[config.mk]
export PLATFORM = sky130hd
export DESIGN_NAME = fetch_pipe
export DESIGN_NICKNAME = d
export VERILOG_FILES = /design/src/rtl/riscv_pkg.sv /design/src/rtl/pipe_stage_reg.sv /design/src/rtl/fetch_pipe.sv
export SDC_FILE = /design/constraint.sdc
export NUM_CORES = 1
export LEC_CHECK = 0
export CAP_MARGIN = 30
export CORE_UTILIZATION = 38
export CTS_CLUSTER_DIAMETER = 80
export CTS_CLUSTER_SIZE = 28
export DETAILED_ROUTE_END_ITERATION = 12
export PLACE_DENSITY = 0.77
export RECOVER_POWER = 50
export SYNTH_ARGS = -nofsm -noshare
export SYNTH_HDL_FRONTEND = slang
export SYNTH_SLANG_ARGS = --single-unit
export TNS_END_PERCENT = 50
[constraint.sdc]
create_clock -name clk -period 2.14 [get_ports clk]
set_input_delay 0.428 -clock clk [delete_from_list [all_inputs] [get_ports clk]]
set_output_delay 0.428 -clock clk [all_outputs]
set_load 0.005 [all_outputs]
[src/rtl/riscv_pkg.sv]
// Shared constants for the 3-stage RV32I core: bubble encoding, boot
// address, next-PC select codes and the base opcodes the decoder uses.
package riscv_pkg;

  localparam logic [31:0] NOP_INST         = 32'h0000_0013;
  localparam logic [31:0] RESET_PC_DEFAULT = 32'h4000_0000;

  localparam logic [1:0] PC_SEL_JAL = 2'd0;
  localparam logic [1:0] PC_SEL_ALU = 2'd1;
  localparam logic [1:0] PC_SEL_PC4 = 2'd2;

  localparam logic [6:0] OPC_LUI    = 7'b0110111;
  localparam logic [6:0] OPC_AUIPC  = 7'b0010111;
  localparam logic [6:0] OPC_JAL    = 7'b1101111;
  localparam logic [6:0] OPC_JALR   = 7'b1100111;
  localparam logic [6:0] OPC_BRANCH = 7'b1100011;
  localparam logic [6:0] OPC_LOAD   = 7'b0000011;
  localparam logic [6:0] OPC_STORE  = 7'b0100011;
  localparam logic [6:0] OPC_OPIMM  = 7'b0010011;
  localparam logic [6:0] OPC_OP     = 7'b0110011;
  localparam logic [6:0] OPC_SYSTEM = 7'b1110011;

  // JALR targets always have their least significant bit cleared.
  function automatic logic [31:0] clear_lsb(input logic [31:0] addr);
    return addr & ~32'h1;
  endfunction

endpackage

[src/rtl/pipe_stage_reg.sv]
// One pipeline stage register holding an instruction word, its PC and a
// valid flag. Reset or kill turns the stage into a NOP bubble.
module pipe_stage_reg
  import riscv_pkg::*;
#(
  parameter logic [31:0] BUBBLE = riscv_pkg::NOP_INST
) (
  input  logic        clk,
  input  logic        rst,
  input  logic        i_kill,
  input  logic [31:0] i_inst,
  input  logic [31:0] i_pc,
  input  logic        i_valid,
  output logic [31:0] o_inst,
  output logic [31:0] o_pc,
  output logic        o_valid
);

  logic [31:0] r_inst;
  logic [31:0] r_pc;
  logic        r_valid;

  // Load the next stage contents; a killed slot keeps its PC for debug
  // visibility but carries a NOP and is marked invalid.
  always_ff @(posedge clk) begin
    if (rst) begin
      r_inst  <= BUBBLE;
      r_pc    <= 32'h0;
      r_valid <= 1'b0;
    end else if (i_kill) begin
      r_inst  <= BUBBLE;
      r_pc    <= i_pc;
      r_valid <= 1'b0;
    end else begin
      r_inst  <= i_inst;
      r_pc    <= i_pc;
      r_valid <= i_valid;
    end
  end

  assign o_inst  = r_inst;
  assign o_pc    = r_pc;
  assign o_valid = r_valid;

endmodule

[src/rtl/fetch_pipe.sv]
// Instruction-side pipeline of the 3-stage core: PC register, next-PC
// mux, IMEM address, FD->X->MW registers and the cycle/instret counters.
module fetch_pipe
  import riscv_pkg::*;
#(
  parameter logic [31:0] RESET_PC = riscv_pkg::RESET_PC_DEFAULT,
  parameter logic [31:0] NOP_INST = riscv_pkg::NOP_INST
) (
  input  logic        clk,
  input  logic        rst,
  input  logic [1:0]  pc_sel,
  input  logic [31:0] jal_target,
  input  logic [31:0] alu_out,
  input  logic        stall,
  output logic [31:0] imem_addr,
  input  logic [31:0] imem_dout,
  output logic [31:0] pc_fd,
  output logic [31:0] inst_fd,
  output logic [31:0] inst_x,
  output logic [31:0] pc_x,
  output logic        valid_x,
  output logic [31:0] inst_mw,
  output logic [31:0] pc_mw,
  output logic        valid_mw,
  output logic [31:0] cycle_cnt,
  output logic [31:0] instret_cnt
);

  logic [31:0] r_pc_fd;
  logic [31:0] r_cycle_cnt;
  logic [31:0] r_instret_cnt;
  logic [31:0] w_next_pc;
  logic        w_kill_x;

  // Next-PC selection: an X redirect beats a stall, a stall beats a JAL,
  // and anything else (including the unused code 3) falls through to PC+4.
  always_comb begin
    w_next_pc = r_pc_fd + 32'd4;
    if (pc_sel == PC_SEL_ALU) begin
      w_next_pc = clear_lsb(alu_out);
    end else if (stall) begin
      w_next_pc = r_pc_fd;
    end else if (pc_sel == PC_SEL_JAL) begin
      w_next_pc = jal_target;
    end
  end

  // Reset overrides the address so the boot word is already on imem_dout
  // in the first cycle after reset is released.
  assign imem_addr = rst ? RESET_PC : w_next_pc;

  // The FD PC is always the address presented one cycle earlier.
  always_ff @(posedge clk) begin
    if (rst) begin
      r_pc_fd <= RESET_PC;
    end else begin
      r_pc_fd <= w_next_pc;
    end
  end

  assign pc_fd   = r_pc_fd;
  assign inst_fd = imem_dout;

  // The FD word is wrong-path on an X redirect and must wait on a stall;
  // either way X receives a bubble.
  assign w_kill_x = (pc_sel == PC_SEL_ALU) || stall;

  pipe_stage_reg #(
    .BUBBLE (NOP_INST)
  ) u_stage_x (
    .clk     (clk),
    .rst     (rst),
    .i_kill  (w_kill_x),
    .i_inst  (inst_fd),
    .i_pc    (r_pc_fd),
    .i_valid (1'b1),
    .o_inst  (inst_x),
    .o_pc    (pc_x),
    .o_valid (valid_x)
  );

  pipe_stage_reg #(
    .BUBBLE (NOP_INST)
  ) u_stage_mw (
    .clk     (clk),
    .rst     (rst),
    .i_kill  (1'b0),
    .i_inst  (inst_x),
    .i_pc    (pc_x),
    .i_valid (valid_x),
    .o_inst  (inst_mw),
    .o_pc    (pc_mw),
    .o_valid (valid_mw)
  );

  // Free-running cycle counter and a retire counter that advances for
  // every valid instruction sitting in MW; both wrap naturally.
  always_ff @(posedge clk) begin
    if (rst) begin
      r_cycle_cnt   <= 32'h0;
      r_instret_cnt <= 32'h0;
    end else begin
      r_cycle_cnt <= r_cycle_cnt + 32'd1;
      if (valid_mw) begin
        r_instret_cnt <= r_instret_cnt + 32'd1;
      end
    end
  end

  assign cycle_cnt   = r_cycle_cnt;
  assign instret_cnt = r_instret_cnt;

endmodule

### Word-level counts from Yosys, hierarchy flattened

Index checks and enable logic that the tools add are counted.

* latch bits: 0
* memories kept: 0
* bits in read-only memories: 0
* RAM bits: 0
* input port bits: 101
* output and inout bits: 290
* flip-flop bits (word level): 226

* shifts and indexed selects: 0
* reduce and logical (&&, ||, !) cells: 3
* equality and inequality tests: 1
* multiplexer cells: 5
* multipliers: 0
* $add $sub $neg: 3
* bitwise operators: 0
* order comparisons: 0
* divide/modulo/power cells: 0

Operators by type and width (count)
* $mux 32: 4
* $add 32x1->32 const B: 2
* $add 32x3->32 const B: 1
* $eq 2x1->1 const B: 1
* $logic_not 2->1: 1
* $reduce_or 2->1: 1
* $logic_or 1x1->1: 1
* $mux 1: 1

### Logic depth before layout (Yosys ltp)

* depth after elaboration: 5
* mapped depth: 8
* gate-level depth less buffers: 6

### Modules after synthesis

Synthesis repeated with hierarchy kept, for this count alone.

* cells, all modules: 926
* area total of the unflattened synthesis: 9285.2 um^2

By module, submodules not included
* fetch_pipe: seq. area each 1921.8 um^2, area each 5343.9 um^2, cells each 646, times used 1
* pipe_stage_reg: seq. area each 1301.2 um^2, area each 1970.6 um^2, cells each 140, times used 2

### Worst setup path before layout

OpenSTA, ideal clock, no wires.

* path kind: register -> output
* start: register r_pc_fd[7], in the netlist pc_fd[7]
* end: output imem_addr[25]
* stages on the path, launching flop included: 7
* data arrival time: 1.797 ns
* path buffers: 1
* setup slack: -0.085 ns
* cell sequence: dfxtp_1 > buf_2 > nand4_1 > nor4_4 > nand4_1 > xor2_1 > a2111oi_2

* word-level cells in the longest chain between the ends: 5

Ends and longest elaborated chain
* start: declaration: RTL line fetch_pipe.sv:29 `logic [31:0] r_pc_fd;`
* start signal: assignment: RTL line fetch_pipe.sv:57 `r_pc_fd <= w_next_pc;`
* $add 32x3->32: RTL line fetch_pipe.sv:38 `w_next_pc = r_pc_fd + 32'd4;`
* $mux 32: RTL line fetch_pipe.sv:43 `end else if (pc_sel == PC_SEL_JAL) begin`
* $mux 32: RTL line fetch_pipe.sv:41 `end else if (stall) begin`
* $mux 32: RTL line fetch_pipe.sv:39 `if (pc_sel == PC_SEL_ALU) begin`
* $mux 32
* end: declaration: RTL line fetch_pipe.sv:15 `output logic [31:0] imem_addr,`

No other way between the ends.

### Worst setup path after layout

* start: register r_pc_fd[9], in the netlist pc_fd[9]
* end: output imem_addr[29]

The elaborated chain is that of the path after synthesis.

==> impl_metrics.tcl <==
set metrics [dict create \
    fin_area_um2 15000 \
    gp_congestion 0.936 \
    synth_top_cell_by_area "dfxtp_1" \
    fmax_ghz 0.352 \
    cts.path.max_buffers 3 \
    cp_max_fo 3 \
    setup_slack_ns -0.699 \
    synth_top_area_share_pct 50.9 \
    routed_wl_um 32900 \
    layout.nets 1573 \
    cp-start-kind "register" \
    syn_avg_cell_area_um2 9.25 \
    core_um2 22800 \
    grt_max_degree 79 \
    fin_cells 1792 \
    routed_via_density 5.18 \
    syn_area_um2 8890 \
    synth-edff-count 0 \
    postCtsHoldBufs 0 \
    post-route-util_pct 66.0 \
    skew_ns 0.0130 \
    htree_num_levels 1 \
    min_period_over_period_pct 133 \
    drv_slew 0 \
    num_rows 55 \
    numCtsBuffers 13 \
    synth_seq_cells 226 \
    cpMaxStageDelayCell "dfxtp_2" \
    rsz0062_at_grt "yes" \
    die-area_um2 24000 \
    cp_cell_sequence "buf_4, and4_4, buf_4, nand3_4, nor3_4, a31oi_1, nor4_1, buf_4, buf_6" \
    p_leak_nw 5.91 \
    antenna_left 0 \
    max_stage_delay_ns 0.37 \
    synthCells 961 \
    power.density_nw_per_um2 573 \
    hold_path_class "input pin to register" \
    gr-total-overflow 0 \
    die_w_um 155 \
    synthFlopType "dfxtp_1" \
    yosysSeqAreaShare_pct 50.9 \
    grt_pass1_wl_um 48500 \
    cts_root_buffer "clkbuf_16" \
    critPathKind "register to output pin" \
    cpLargestDelayFamily "simple AND/OR/NAND/NOR gates" \
    netlist_top_cells_area "dfxtp_1 (51%), nor2b_1 (6.5%), nor2_1 (5.7%)" \
    io_buffers 389 \
    crit_buf_inv 4 \
    crit_top_cell "buf_4" \
    ir_drop_v 0.000690 \
    initialDrtViolationCount 588 \
    cts.sinks 226 \
    async_flop_share_pct 0 \
    fp.dieH_um 155 \
    hpwl_um 23500 \
    drcViolationCount 0 \
    ios 391 \
    hold_viol 0 \
    start_util_pct 39.0 \
    worstMarginPinSlew_ns 1.48 \
    cap_viol_max_count 0 \
    syn_nets 1065 \
    violations "negative setup slack" \
    first_global_vias 8958 \
    ys_types 57 \
    setup_viol 33 \
    holdWs_ns 0.323 \
    track_usage_pct 25.7 \
    arrival_ns 2.41 \
    cp-end-kind "output pin" \
    tritoncts "done" \
    status "complete, but fails checks" \
    finalPower_mw 8.61 \
    dr.pass1.iters 5 \
    antenna_found_initial 4 \
    syn_to_final_growth_pct 69.2 \
    period_minus_slack_ns 2.84 \
    clk_pin_slew_ns 0.10 \
    placed_cell_area_um2 13800 \
    clock_latency_ns 0.49 \
    place_inst 1711 \
    drive_above_1_share_pct 23.1 \
    yosysWarningCount 0 \
    wl_per_cell_um 18.3 \
    worstPathRequired_ns 1.71 \
    slew_headroom_pct 1.28 \
    route.vias.total 9287 \
]
-- Yosys cell counts (2+ instances only) --
| library cell | count |
|---|---|
| nor2_1 | 135 |
| nor2b_1 | 92 |
| a311oi_1 | 6 |
| and2_1 | 34 |
| a21o_1 | 2 |
| nor3b_1 | 2 |
| buf_4 | 32 |
| a211oi_1 | 16 |
| ha_1 | 3 |
| xor2_1 | 51 |
| o31a_1 | 2 |
| and4_1 | 9 |
| o21bai_1 | 2 |
| o21ai_1 | 3 |
| o221ai_1 | 2 |
| or2_2 | 5 |
| a221oi_1 | 2 |
| o211ai_1 | 2 |
| mux2_2 | 2 |
| o21ai_0 | 6 |
| nand2_1 | 40 |
| o221a_2 | 2 |
| and3_1 | 14 |
| mux2i_1 | 10 |
| o22ai_1 | 4 |
| buf_1 | 11 |
| clkbuf_1 | 37 |
| nor4_2 | 4 |
| buf_2 | 6 |
| a2bb2oi_1 | 2 |
| a21oi_1 | 37 |
| nor4_4 | 3 |
| nand4_1 | 31 |
| xnor2_1 | 15 |
| a31oi_1 | 6 |
| nor4_1 | 10 |
| nand3_1 | 35 |
| dfxtp_1 | 226 |
| nand2b_1 | 5 |
| nor3_1 | 26 |
| inv_1 | 13 |
-- timing repair --
item,4_1_cts,5_1_grt
setup buffers,39,21
gates resized for setup,237,33
endpoints found under the setup margin,32,33
pin swaps,56,31
-- cells by family (layout without fill, tap and decap cells) --
group,count (synthesis),in the layout,synth area share [%]
adders and majority gates,3,3,0.422
DFF,226,226,50.9
buffers and inverters,99,613,5.62
xor gates and xnor gates,66,66,6.51
and+or+nand+nor,453,453,27.5
muxes,12,12,1.38
AOI/OAI and AO/OA,102,102,7.62
other,0,4,0
-- final cells by class --
type,instances,area (µm²)
timing repair buffer,579,5330
sequential,226,4560
inverter,13,48.8
antenna,4,10.0
fill,1780,7750
multi-input combinational,636,4290
tap,313,392
clock buffer,14,329
clock inverter,7,75.1
-- layer usage --
| metal | track usage [%] | up-vias | part of all wire (%) |
|---|---|---|---|
| met5 | 0 | - | 0 |
| met4 | 13.5 | 0 | 5.6 |
| met3 | 5.85 | 125 | 8.0 |
| met2 | 45.4 | 524 | 49 |
| met1 | 28.8 | 4380 | 37 |
| li1 | - | 4258 | - |
-- tightest hold or removal path: cells and delay by family --
| kind | cells | cell delay, ns |
|---|---|---|
| buf+inv | 2 | 0.28 |
| compound gates | 1 | 0.04 |
-- sequential cells by signal (all words and copies together), names as in the netlist, 32 cells and up --
register / count
pc_fd: 32
u_stage_mw.o_pc: 32
cycle_cnt: 32
u_stage_x.o_inst: 32
instret_cnt: 32
u_stage_mw.o_inst: 32
u_stage_x.o_pc: 32
-- layout by cell type, fill, tap and decap left out, types with 8 or more instances in the layout --
master and n:
nor3_1 21, and2_1 32, mux2i_1 8, buf_6 28, dfxtp_1 206, nor2b_1 92, a211oi_2 9, nand2_1 39
buf_2 26, clkdlybuf4s50_1 353, nand3_1 31, xnor2_1 12, inv_1 13, buf_4 152, nand4_1 31, and3_1 11
xor2_1 51, clkbuf_16 13, nor2_1 128, dfxtp_2 17, a21oi_1 35
-- report_power, final --
| group | switching [mW] | leakage (nW) | total, mW | internal, mW |
|---|---|---|---|---|
| clock | 1.53 | 0.199 | 2.72 | 1.19 |
| sequential | 0.0854 | 1.85 | 4.43 | 4.34 |
| combinational | 0.620 | 3.86 | 1.46 | 0.836 |
-- worst paths after layout --
| check | start | to | slack [ns] | depth (start not counted) |
|---|---|---|---|---|
| worst max-delay path | pc_fd[9] | imem_addr[29] | -0.70 | 9 |
| worst min-delay path | rst | pc_fd[21] | 0.32 | 3 |
| worst max register to register | pc_fd[9] | pc_fd[19] | -0.52 | 15 |
| worst min register to register | u_stage_x.o_pc[3] | u_stage_mw.o_pc[3] | 0.46 | 1 |
-- through the flow --
| step | TNS (ns) | setup slack [ns] |
|---|---|---|
| 2_1_floorplan | -0.0261 | -0.0261 |
| 3_3_place_gp | -21.54 | -0.857 |
| 3_5_place_dp | -22.29 | -0.839 |
| 4_1_cts | -12.87 | -0.572 |
| 5_1_grt | -20.62 | -0.823 |
| 6_report | -17.63 | -0.699 |
Power figures use the tool's default switching activity.
